$ cat src/rtl/bus_arbiter.sv
// Two-master (CPU / video) arbiter for a single shared memory port.
// Video has priority, but the CPU is guaranteed a slot after STARVE_MAX back-to-back video grants.
module bus_arbiter #(
  parameter int WAIT_STATES = 1,
  parameter int STARVE_MAX  = 3
) (
  input  logic        clk,
  input  logic        reset,
  input  logic        cpu_req,
  input  logic        cpu_we,
  input  logic [15:0] cpu_addr,
  input  logic [15:0] cpu_wdata,
  output logic [15:0] cpu_rdata,
  output logic        cpu_ack,
  input  logic        vga_req,
  input  logic [15:0] vga_addr,
  output logic [15:0] vga_rdata,
  output logic        vga_ack,
  output logic [15:0] ADDRBUS,
  output logic [1:0]  CTRLBUS,
  output logic [15:0] WDATABUS,
  input  logic [15:0] RDATABUS,
  output logic        busy
);

  typedef enum logic [1:0] {IDLE, ACCESS, ACK} state_t;

  localparam logic [3:0] WS   = 4'(WAIT_STATES);
  localparam logic [3:0] SMAX = 4'(STARVE_MAX);

  state_t     state;
  logic [3:0] waitCnt;
  logic [3:0] starveCnt;
  logic       grantVga;
  logic       latWe;
  logic       vgaWins;

  // Video wins any contest unless the CPU has already been passed over STARVE_MAX times.
  assign vgaWins = vga_req && (!cpu_req || (starveCnt != SMAX));

  always_ff @(posedge clk or negedge reset) begin
    if (!reset) begin
      state     <= IDLE;
      waitCnt   <= '0;
      starveCnt <= '0;
      grantVga  <= 1'b0;
      latWe     <= 1'b0;
      ADDRBUS   <= '0;
      CTRLBUS   <= 2'b00;
      WDATABUS  <= '0;
      cpu_rdata <= '0;
      vga_rdata <= '0;
      cpu_ack   <= 1'b0;
      vga_ack   <= 1'b0;
      busy      <= 1'b0;
    end else begin
      case (state)
        IDLE: begin
          if (cpu_req || vga_req) begin
            state    <= ACCESS;
            busy     <= 1'b1;
            waitCnt  <= WS;
            grantVga <= vgaWins;
            if (vgaWins) begin
              ADDRBUS <= vga_addr;
              CTRLBUS <= 2'b01;
              latWe   <= 1'b0;
              if (!cpu_req)
                starveCnt <= '0;
              else if (starveCnt != SMAX)
                starveCnt <= starveCnt + 4'd1;
            end else begin
              ADDRBUS   <= cpu_addr;
              CTRLBUS   <= cpu_we ? 2'b10 : 2'b01;
              latWe     <= cpu_we;
              starveCnt <= '0;
              if (cpu_we)
                WDATABUS <= cpu_wdata;
            end
          end
        end
        ACCESS: begin
          if (waitCnt == 4'd0) begin
            state   <= ACK;
            CTRLBUS <= 2'b00;
            if (grantVga)
              vga_ack <= 1'b1;
            else
              cpu_ack <= 1'b1;
            // Memory data is only valid in the final access cycle, so capture on this edge.
            if (!latWe) begin
              if (grantVga)
                vga_rdata <= RDATABUS;
              else
                cpu_rdata <= RDATABUS;
            end
          end else begin
            waitCnt <= waitCnt - 4'd1;
          end
        end
        ACK: begin
          state   <= IDLE;
          cpu_ack <= 1'b0;
          vga_ack <= 1'b0;
          busy    <= 1'b0;
        end
        default: state <= IDLE;
      endcase
    end
  end

endmodule

$ cat config.mk
export PLATFORM = sky130hd
export DESIGN_NAME = bus_arbiter
export DESIGN_NICKNAME = d
export VERILOG_FILES = /design/src/rtl/bus_arbiter.sv
export SDC_FILE = /design/constraint.sdc
export NUM_CORES = 1
export LEC_CHECK = 0
export BUFFER_PORTS_ARGS = -buffer_cell sky130_fd_sc_hd__buf_2
export CAP_MARGIN = 25
export CORE_AREA = 2 2 89 91
export CTS_CLUSTER_SIZE = 14
export DETAILED_ROUTE_END_ITERATION = 10
export DIE_AREA = 0 0 91 93
export GPL_ROUTABILITY_DRIVEN = 0
export GPL_TIMING_DRIVEN = 0
export PLACE_DENSITY = 0.82
export SLEW_MARGIN = 10
export SYNTH_ARGS = -nofsm -noshare
export SYNTH_HDL_FRONTEND = slang
export SYNTH_SLANG_ARGS = --single-unit
$ cat constraint.sdc
create_clock -name clk -period 2.3 [get_ports clk]
set_input_delay 0.345 -clock clk [delete_from_list [all_inputs] [get_ports clk]]
set_output_delay 0.345 -clock clk [all_outputs]
set_load 0.01 [all_outputs]
==> qor.csv <==
stage;metric;value;unit
timing;tightestPinTransition;0.5230;ns
synth;syn_area;3482;um^2
worst_hold_path;min_path_type;in2reg;
timing;hold_viol;0;
floorplanning;die_h;93;um
worst_hold_path;hold_path_end;WDATABUS[12];
synth;yosys.cell_types.count;37;
global_routing;grt_max_degree;64;
floorplanning;fp.dieW;91;um
synth;synth_ff_type;dfrtp_1;
detailed_routing;wl_per_cell;15.07;um
timing;maxSlewViolCount;0;
floorplanning;die_area;8463;um^2
detailed_routing;wl_met2;3943;um
synth;yosys_register_bits;81;
final_layout;fillerInstances;629;
final_layout;seqCellArea;2027;um^2
clock_network;clock_path_buffers;2;
detailed_routing;via_count;2800;
pwr;finalPower;0.006276;W
detailed_routing;drc;0;
clock_network;clock_sinks;81;
timing;rsz0062_at_grt;false;
final_layout;drive_gt1_share;51.87;%
clock_network;cts_made_buffers;9;
detailed_routing;drtPass1Iterations;4;
timing;whs;0.2103;ns
placed_design;dp_hpwl;5991;um
clock_network;cts_tree;yes;
timing;setup_tns;0;ns
critical_path;regToRegSetupSlack;0.16;ns
global_routing;antenna_found_initial;0;
critical_path;reg2reg_to;cpu_rdata[4];
synth;synth_seq_area_share;58.21;%
pwr;p_leak;2.204;nW
detailed_routing;antenna_left;0;
synth;avgSynthCellArea;12.99;um^2
detailed_routing;top_layer;met4;
critical_path;cp.required;2.53;ns
global_routing;gr-total-overflow;0;
critical_path;critPathKind;reg2reg;
placed_design;io_buffers;137;
job;drv_cap;0;
synth;syn_inst;268;
final_layout;fin_util;61.77;%
final_layout;syn2layout_area_growth;33.52;%
detailed_routing;vias_per_cell;5.283;
final_layout;multi_input_area;1369;um^2
synth;yosysWarnings;0;
global_routing;grt_pass1_vias;2773;
clock_network;cts_max_level;3;
critical_path;cp.arrival;2.37;ns
timing;period_share;92.94;%
critical_path;crit_fanout;10;
final_layout;antenna_cells;0;
floorplanning;io-pin-count;138;
floorplanning;core;7527;um^2
final_layout;layout_commonest_cell;buf_2;
final_layout;final_cell_mix;buf_2, dfrtp_1, mux2_2, o21ai_0, nand3_1;
final_layout;final_cells;530;
detailed_routing;drt_iter0_markers;56;
timing;setup-violations-final;0;
floorplanning;initial_core_util;46.26;%
timing;fin_crit;2.138;ns
timing;finClkSkew;0.01759;ns
detailed_routing;m1WireLength;3387;um
critical_path;cp-start-kind;register;
pwr;powerDensity;1350;nW/um^2
pwr;irDropWorstVdd;605.4;uV
final_layout;nNetsFinal;495;
detailed_routing;totalWireLength;7987;um
synth;synth-edff-count;0;
placed_design;dpl.cell_count;508;
worst_hold_path;hold_path_depth;2;
timing;clock.fmax;467.8;MHz
clock_network;clk_pin_slew_worst_paths;0.10;ns
worst_hold_path;hp-start;cpu_wdata[12];
global_routing;grt_usage;19.50;%
floorplanning;num_rows;32;
critical_path;end_kind;register;
detailed_routing;dr_wl_met3;536;um
critical_path;reg2reg_depth;7;
timing;slew_headroom;65.00;%
clock_network;clock_insertion_delay_worst_skew;0.36;ns
synth;async_flop_share;100.0;%
critical_path;r2r_start;waitCnt[0];
synth;syn-num-nets;340;
global_routing;grt_pass1_wl;13170;um
status;outcome;finished clean;
clock_network;cts_root_buf;clkbuf_8;
## worst max path at each step
stage                      start       endpoint  slack [ns]  depth (start not counted)
floorplan           starveCnt[0]   WDATABUS[10]        0.21                          6
global placement      waitCnt[0]   vga_rdata[8]       -0.09                          6
detailed placement    waitCnt[0]  vga_rdata[13]       -0.16                          6
CTS                   waitCnt[0]  vga_rdata[13]        0.04                          6
global route          waitCnt[0]  cpu_rdata[12]        0.03                          7
finish                waitCnt[0]   cpu_rdata[4]        0.16                          7
## layout make-up
type                    instances  share of cell area, %
repair buffers                145                  16.85
flip-flops and latches         81                  43.60
plain buffers                  18                  1.911
well taps                     102                  2.745
multi-input cells             163                  29.44
inverters                       5                 0.4037
clock inverters                 7                  2.395
clock buffers                   9                  2.664
## layer usage
metal / track usage (%) / vias up
li1: - / 1312
met1: 25.16 / 1351
met2: 32.53 / 126
met3: 3.465 / 11
met4: 8.460 / 0
met5: 0 / -
## sequential cells by signal, summed over array words and instances (netlist names)
| signal | count |
|---|---|
| vga_ack | 1 |
| WDATABUS | 16 |
| ADDRBUS | 16 |
| busy | 1 |
| state | 2 |
| starveCnt | 4 |
| CTRLBUS | 2 |
| waitCnt | 4 |
| cpu_rdata | 16 |
| grantVga | 1 |
| cpu_ack | 1 |
| vga_rdata | 16 |
| latWe | 1 |
## worst max-delay path: stages, from the launching register on
cell       delay [ns]
dfrtp_1          0.40
inv_1            0.10
ha_1             0.21
nand4bb_4        0.14
or4_1            0.41
clkbuf_1         0.22
buf_2            0.25
mux2_2           0.29
## Yosys cell counts (2+ instances only)
| cell | count | area [um^2] |
|---|---|---|
| or3_1 | 2 | 12.51 |
| a32o_1 | 4 | 40.04 |
| ha_1 | 3 | 37.54 |
| a22o_1 | 2 | 17.52 |
| nor3_1 | 2 | 10.01 |
| buf_2 | 2 | 10.01 |
| mux2_4 | 7 | 105.1 |
| inv_1 | 5 | 18.77 |
| dfrtp_1 | 81 | 2027 |
| clkbuf_1 | 14 | 52.55 |
| nand4bb_1 | 2 | 22.52 |
| nand2b_1 | 2 | 12.51 |
| nor2_1 | 4 | 15.01 |
| mux2_2 | 43 | 484.2 |
| nand4_1 | 16 | 100.1 |
| o211ai_1 | 16 | 120.1 |
| or2_2 | 3 | 18.77 |
| o22ai_1 | 2 | 12.51 |
| o21ai_0 | 20 | 100.1 |
| mux2i_1 | 2 | 20.02 |
| nand3_1 | 17 | 85.08 |
| nand2_1 | 4 | 15.01 |
## where the power goes
| group | total (W) | leakage, nW | switching [W] | internal, W |
|---|---|---|---|---|
| registers | 0.00252 | 0.979 | 0.000407 | 0.00211 |
| clock network | 0.00118 | 0.117 | 0.000551 | 0.000632 |
| logic | 0.00257 | 1.11 | 0.00128 | 0.00129 |
| total | 0.00628 | 2.20 | 0.00224 | 0.00404 |
## cells by family after synthesis
kind of cell	synth area share, %
compound gates	9.954
fa+ha+maj	1.078
buf+inv	3.198
flops	58.21
mux	17.50
simple gates	10.06
## stage by stage
| step | instance area (um^2) | setup WS (ns) |
|---|---|---|
| after global placement | 4295 | -0.08707 |
| after global routing | 4649 | 0.03183 |
| after detailed placement | 4325 | -0.1553 |
| final | 4649 | 0.1623 |
| after floorplan | 3482 | 0.2105 |
| after CTS | 4622 | 0.04003 |
## timing repair
item                                    in CTS  in global routing
buffers inserted                             4                  2
endpoints found under the setup margin      17                 24
hold buffers                                 1                  0
endpoints found under the hold margin       18                  0
gates resized for setup                      1                  1
pin swaps                                    1                  1
No activity file was read; power rests on OpenSTA's default activity.
